### src/rtl/fifo_uart_stream_ctrl.sv
// fifo_uart_stream_ctrl
// Drains the capture FIFO once the trigger block reports it full, sends every
// sample as BYTES little-endian UART bytes followed by a terminator byte, then
// re-arms the trigger block. A separate UART receive parser accepts mask-update
// commands. A received mask is applied only while the transmitter is idle, so
// the trigger mask never changes in the middle of a dump.

module fifo_uart_stream_ctrl #(
    parameter int         CHANNELS  = 3,
    parameter logic [7:0] TERM_CHAR = 8'h0A,
    parameter logic [7:0] CMD_MASK  = 8'h4D
) (
    input  logic                clk,
    input  logic                rst,
    input  logic                fifo_wrfull,
    input  logic                fifo_rdempty,
    input  logic [CHANNELS-1:0] fifo_q,
    output logic                fifo_rdreq,
    input  logic                uart_txempty,
    output logic [7:0]          uart_tx_data,
    output logic                uart_ld_tx_data,
    input  logic                uart_rxempty,
    input  logic [7:0]          uart_rx_data,
    output logic                uart_uld_rx_data,
    output logic                uart_rst,
    output logic                trig_syncrst,
    output logic [CHANNELS-1:0] trig_mask,
    output logic [3:0]          state_debug
);

    localparam int BYTES = (CHANNELS + 7) / 8;
    localparam int SW    = 8 * BYTES;
    localparam int IW    = (BYTES > 1) ? $clog2(BYTES) : 1;

    typedef enum logic [3:0] {
        INIT        = 4'd0,
        IDLE        = 4'd1,
        READ        = 4'd2,
        CAPTURE     = 4'd3,
        WAIT_TX     = 4'd4,
        LOAD        = 4'd5,
        WAIT_ACCEPT = 4'd6,
        SEND_TERM   = 4'd7,
        WAIT_TERM   = 4'd8
    } tx_state_t;

    typedef enum logic {
        RX_WAIT = 1'b0,
        RX_HOLD = 1'b1
    } rx_state_t;

    tx_state_t            tx_state_q, tx_state_d;
    logic [SW-1:0]        sample_q, sample_d;
    logic [IW-1:0]        idx_q, idx_d;
    logic [7:0]           tx_byte;

    rx_state_t            rx_state_q, rx_state_d;
    logic                 cmd_open_q, cmd_open_d;
    logic [IW-1:0]        cmd_cnt_q, cmd_cnt_d;
    logic [SW-1:0]        cmd_buf_q, cmd_buf_d;
    logic [CHANNELS-1:0]  pend_mask_q, pend_mask_d;
    logic                 pend_valid_q, pend_valid_d;
    logic [CHANNELS-1:0]  trig_mask_q, trig_mask_d;

    // Select the byte of the captured sample addressed by the byte index.
    always_comb begin
        tx_byte = 8'h00;
        for (int b = 0; b < BYTES; b++) begin
            if (idx_q == IW'(b)) begin
                tx_byte = sample_q[8*b +: 8];
            end
        end
    end

    // Transmit FSM: next state and the FIFO, UART and trigger controls it drives.
    always_comb begin
        tx_state_d      = tx_state_q;
        sample_d        = sample_q;
        idx_d           = idx_q;
        fifo_rdreq      = 1'b0;
        uart_ld_tx_data = 1'b0;
        uart_tx_data    = 8'h00;
        uart_rst        = 1'b0;
        trig_syncrst    = 1'b1;
        case (tx_state_q)
            INIT: begin
                uart_rst   = 1'b1;
                tx_state_d = IDLE;
            end
            IDLE: begin
                trig_syncrst = 1'b0;
                if (fifo_wrfull) begin
                    tx_state_d = READ;
                end
            end
            READ: begin
                fifo_rdreq = 1'b1;
                tx_state_d = CAPTURE;
            end
            CAPTURE: begin
                sample_d   = SW'(fifo_q);
                idx_d      = '0;
                tx_state_d = WAIT_TX;
            end
            WAIT_TX: begin
                if (uart_txempty) begin
                    tx_state_d = LOAD;
                end
            end
            LOAD: begin
                uart_ld_tx_data = 1'b1;
                uart_tx_data    = tx_byte;
                if (!uart_txempty) begin
                    tx_state_d = WAIT_ACCEPT;
                end
            end
            WAIT_ACCEPT: begin
                if (uart_txempty) begin
                    if (int'(idx_q) < BYTES - 1) begin
                        idx_d      = idx_q + IW'(1);
                        tx_state_d = LOAD;
                    end else if (fifo_rdempty) begin
                        tx_state_d = SEND_TERM;
                    end else begin
                        tx_state_d = READ;
                    end
                end
            end
            SEND_TERM: begin
                uart_ld_tx_data = 1'b1;
                uart_tx_data    = TERM_CHAR;
                if (!uart_txempty) begin
                    tx_state_d = WAIT_TERM;
                end
            end
            WAIT_TERM: begin
                if (uart_txempty) begin
                    tx_state_d = IDLE;
                end
            end
            default: begin
                tx_state_d = INIT;
            end
        endcase
    end

    // Transmit FSM registers; a reset abandons any dump in progress.
    always_ff @(posedge clk) begin
        if (rst) begin
            tx_state_q <= INIT;
            sample_q   <= '0;
            idx_q      <= '0;
        end else begin
            tx_state_q <= tx_state_d;
            sample_q   <= sample_d;
            idx_q      <= idx_d;
        end
    end

    // Receive parser, mask-command decode, and commit of a pending mask while idle.
    always_comb begin
        rx_state_d       = rx_state_q;
        uart_uld_rx_data = 1'b0;
        cmd_open_d       = cmd_open_q;
        cmd_cnt_d        = cmd_cnt_q;
        cmd_buf_d        = cmd_buf_q;
        pend_mask_d      = pend_mask_q;
        pend_valid_d     = pend_valid_q;
        trig_mask_d      = trig_mask_q;

        if ((tx_state_q == IDLE) && pend_valid_q) begin
            trig_mask_d  = pend_mask_q;
            pend_valid_d = 1'b0;
        end

        case (rx_state_q)
            RX_WAIT: begin
                if (!uart_rxempty) begin
                    uart_uld_rx_data = 1'b1;
                    rx_state_d       = RX_HOLD;
                    if (!cmd_open_q) begin
                        if (uart_rx_data == CMD_MASK) begin
                            cmd_open_d = 1'b1;
                            cmd_cnt_d  = '0;
                            cmd_buf_d  = '0;
                        end
                    end else begin
                        for (int b = 0; b < BYTES; b++) begin
                            if (cmd_cnt_q == IW'(b)) begin
                                cmd_buf_d[8*b +: 8] = uart_rx_data;
                            end
                        end
                        if (int'(cmd_cnt_q) == BYTES - 1) begin
                            pend_mask_d  = cmd_buf_d[CHANNELS-1:0];
                            pend_valid_d = 1'b1;
                            cmd_open_d   = 1'b0;
                        end else begin
                            cmd_cnt_d = cmd_cnt_q + IW'(1);
                        end
                    end
                end
            end
            RX_HOLD: begin
                rx_state_d = RX_WAIT;
            end
            default: begin
                rx_state_d = RX_WAIT;
            end
        endcase
    end

    // Receive-side registers; the trigger mask comes out of reset fully enabled.
    always_ff @(posedge clk) begin
        if (rst) begin
            rx_state_q   <= RX_WAIT;
            cmd_open_q   <= 1'b0;
            cmd_cnt_q    <= '0;
            cmd_buf_q    <= '0;
            pend_mask_q  <= '0;
            pend_valid_q <= 1'b0;
            trig_mask_q  <= '1;
        end else begin
            rx_state_q   <= rx_state_d;
            cmd_open_q   <= cmd_open_d;
            cmd_cnt_q    <= cmd_cnt_d;
            cmd_buf_q    <= cmd_buf_d;
            pend_mask_q  <= pend_mask_d;
            pend_valid_q <= pend_valid_d;
            trig_mask_q  <= trig_mask_d;
        end
    end

    assign trig_mask   = trig_mask_q;
    assign state_debug = tx_state_q;

endmodule

### config.mk
export PLATFORM = sky130hd
export DESIGN_NAME = fifo_uart_stream_ctrl
export DESIGN_NICKNAME = d
export VERILOG_FILES = /design/src/rtl/fifo_uart_stream_ctrl.sv
export SDC_FILE = /design/constraint.sdc
export NUM_CORES = 1
export LEC_CHECK = 0
export ABC_CLOCK_PERIOD_IN_PS = 2000
export BUFFER_PORTS_ARGS = -buffer_cell sky130_fd_sc_hd__buf_4
export CAP_MARGIN = 20
export CORE_UTILIZATION = 49
export CTS_CLUSTER_SIZE = 25
export DETAILED_ROUTE_END_ITERATION = 10
export GPL_TIMING_DRIVEN = 0
export PLACE_DENSITY = 0.82
export SYNTH_ARGS = -nofsm -noshare
export SYNTH_HDL_FRONTEND = slang
export SYNTH_SLANG_ARGS = --single-unit
### constraint.sdc
create_clock -name clk -period 2 [get_ports clk]
set_input_delay 0.2 -clock clk [delete_from_list [all_inputs] [get_ports clk]]
set_output_delay 0.2 -clock clk [all_outputs]
set_load 0.02 [all_outputs]
==> results.cfg <==
[outcome]
status = finished, violations left
violations = DRC

[timing]
fin_setup_tns_ns = 0
drv_slew = 0
hold_viol_final = 0
finalSetupViolCount = 0
max_freq_mhz = 590
rsz0062_at_grt = no
clock_skew_ns = 0.00256
final.period_utilization_pct = 84.8
worst_slack_ns = 0.305
period_needed_ns = 1.70

[synthesis]
synthCells = 101
yosysTopAreaCellShare_pct = 37.9
yosys.area_share.simple_pct = 26.4
yosys.area.top_type = dfxtp_1
synthMuxAreaShare_pct = 8.30
synth_seq_cells = 16
yosys-top-cells-area = dfxtp_1 (38%), mux2i_1 (8.3%), nor2_1 (7.6%), buf_4 (5.3%), a211o_1 (3.1%)
ys.warnings.count = 0
syn_area_per_cell_um2 = 8.36
yosysUniqueCellTypes = 34
synth_top_family_by_area = simple AND/OR/NAND/NOR gates
synth_xor_area_share_pct = 0
synthAdderAreaFrac_pct = 0
synth-compound-area-share_pct = 15.0
syn_area_um2 = 845
ys_seq_area_share_pct = 37.9

[critical_path]
reg2reg_depth = 5
criticalPathCategory = reg2out
arrival_ns = 1.50
cpPeakStageDelay_ns = 0.42
cp_slowest_cell = dfxtp_1
path_max_fanout = 5
startpoint_type = register
required_ns = 1.80
crit_chain = nor2b_1 -> nand2_1 -> nor3b_1 -> buf_4
endpoint_kind = primary output

[floorplan]
initial_core_util_pct = 54.2
die_x_um = 43.5
coreArea_um2 = 1560
die_y_um = 43.5
dieArea_um2 = 1890
rows = 14
num_io_pins = 37

[global_routing]
grt_pass1_wl_mm = 3.13
grt_max_degree = 11
gr-total-overflow = 0
grtUsageTotal_pct = 21.7
grt_pass1_vias = 780
antenna_found_initial = 0

[finish]
antenna_cells = 0
utilization_pct = 73.4
n_fill_cell = 134
fin_cells = 155
drive_above_1_share_pct = 35.3
areaGrowthSynthToFinish_pct = 35.6
final_nets = 157

[placed_design]
gp_congestion = 0.759
port_buffers = 31
dp_hpwl_mm = 1.43
pre_cts_ws_ns = 0.615
dp_cells = 151

[route]
vias = 826
drt_iter0_drc = 18
drt_pass1_iterations = 8
drc = 6
routedWlPerCell_um = 12.0
ant_nets = 0
viasPerCell = 5.33
wirelength_mm = 1.85

[worst_hold_path]
hold_path.class = in2reg
hold_depth = 2

[clock_network]
cts_setup_buffers = 0
htree_levels = 1
clk_path_buf_depth = 2
ctsHoldBuffers = 0
cts_resized = 0
clock_latency_ns = 0.28
clock_sinks = 16
cts_tree = yes
clockRootBuffer = clkbuf_4
path_clk_slew_ns = 0.09
cts_buffers = 3

[power_and_ir_drop]
ir_drop_v = 0.000449
power_uw = 699
power_density_nw_per_um2 = 610
p_leak_nw = 0.510

[run]
cap_violations = 0
## state kept, by name (all words and copies together), names as in the netlist
name,cells
rx_state_q,1
sample_q,3
trig_mask,3
cmd_open_q,1
pend_mask_q,3
state_debug,4
pend_valid_q,1
## layout make-up
| cell class | instances | area (µm²) | area share (%) |
|---|---|---|---|
| sequential | 16 | 320 | 28.0 |
| clock buffer | 4 | 36.3 | 3.17 |
| multi-input combinational | 70 | 434 | 37.9 |
| buffer | 12 | 78.8 | 6.89 |
| inverter | 6 | 22.5 | 1.97 |
| tap | 16 | 20.0 | 1.75 |
| timing repair buffer | 31 | 233 | 20.3 |
## cell usage after synthesis
library cell and instances:
and4b_1 1, mux2i_1 7, a22oi_1 1, nor3_1 3, and3_1 2, nor4_1 1, conb_1 1, a21oi_1 3
a221o_1 1, buf_6 1, dfxtp_1 16, clkbuf_1 2, and2_1 1, a31oi_1 2, nand4b_1 1, nor2b_1 2
o21a_1 1, buf_4 6, a211oi_1 1, o31ai_2 1, inv_1 5, o21ai_1 1, a211o_1 3, buf_2 3
nor4b_1 2, nor3b_2 1, nor3b_1 2, nand3_1 1, o21ai_0 2, nor2_1 17, nand2b_1 3, inv_2 1
a31oi_2 1, nand2_1 5
## placed cells by master, fill, tap and decap left out, types with 2 or more instances in the layout
cell,n
buf_4,37
a21oi_1,3
o21ai_0,2
clkbuf_4,3
conb_1,4
nor2_1,17
mux2i_1,7
nor3_1,3
nand2b_1,3
clkbuf_1,2
dfxtp_1,16
nor2b_1,2
buf_2,3
and3_1,2
nor4b_1,2
nand2_1,5
a211o_1,3
inv_1,5
nor3b_1,2
a31oi_1,2
## power breakdown
part / internal [mW] / switching (mW) / leakage (nW) / total, mW
combinational: 0.0723 / 0.0792 / 0.359 / 0.151
sequential: 0.326 / 0.00914 / 0.130 / 0.335
clock: 0.111 / 0.101 / 0.0210 / 0.212
## layer usage
layer	wire [µm]	share of wire [%]	global-route usage, %	vias to the layer above
met5	0	0	0	-
met4	27	1.5	10.0	0
met3	116	6.3	4.58	4
met2	924	50	37.9	33
met1	785	42	25.5	376
li1	-	-	-	413
## path summary, 6_finish.rpt
| check | from | endpoint | slack (ns) |
|---|---|---|---|
| worst min-delay path | uart_rxempty | rx_state_q$_SDFF_PP0_ | 0.08 |
| worst min register to register | rx_state_q$_SDFF_PP0_ | rx_state_q$_SDFF_PP0_ | 0.46 |
| worst max-delay path | state_debug[2]$_SDFFE_PP0P_ | uart_tx_data[0] | 0.30 |
| worst max register to register | state_debug[2]$_SDFFE_PP0P_ | state_debug[2]$_SDFFE_PP0P_ | 0.65 |
## critical path, delay by kind of cell, from the launching register on
family | cells | cell delay (ns)
simple gates | 3 | 0.61
flops | 1 | 0.42
buf+inv | 1 | 0.17
## cells by family after synthesis
| group | count (synthesis) |
|---|---|
| AO/OA/AOI/OAI | 17 |
| buffers and inverters | 18 |
| flip-flops | 16 |
| multiplexers | 7 |
| other | 1 |
| AND/OR/NAND/NOR | 42 |
## stage by stage
stage,hold slack [ns],cell area (µm²)
after floorplan,0.277,856
after CTS,0.0733,1140
final,0.0843,1140
after global placement,0.378,1110
after global routing,0.0654,1140
after detailed placement,0.383,1110
(Power assumes the default switching activity.)
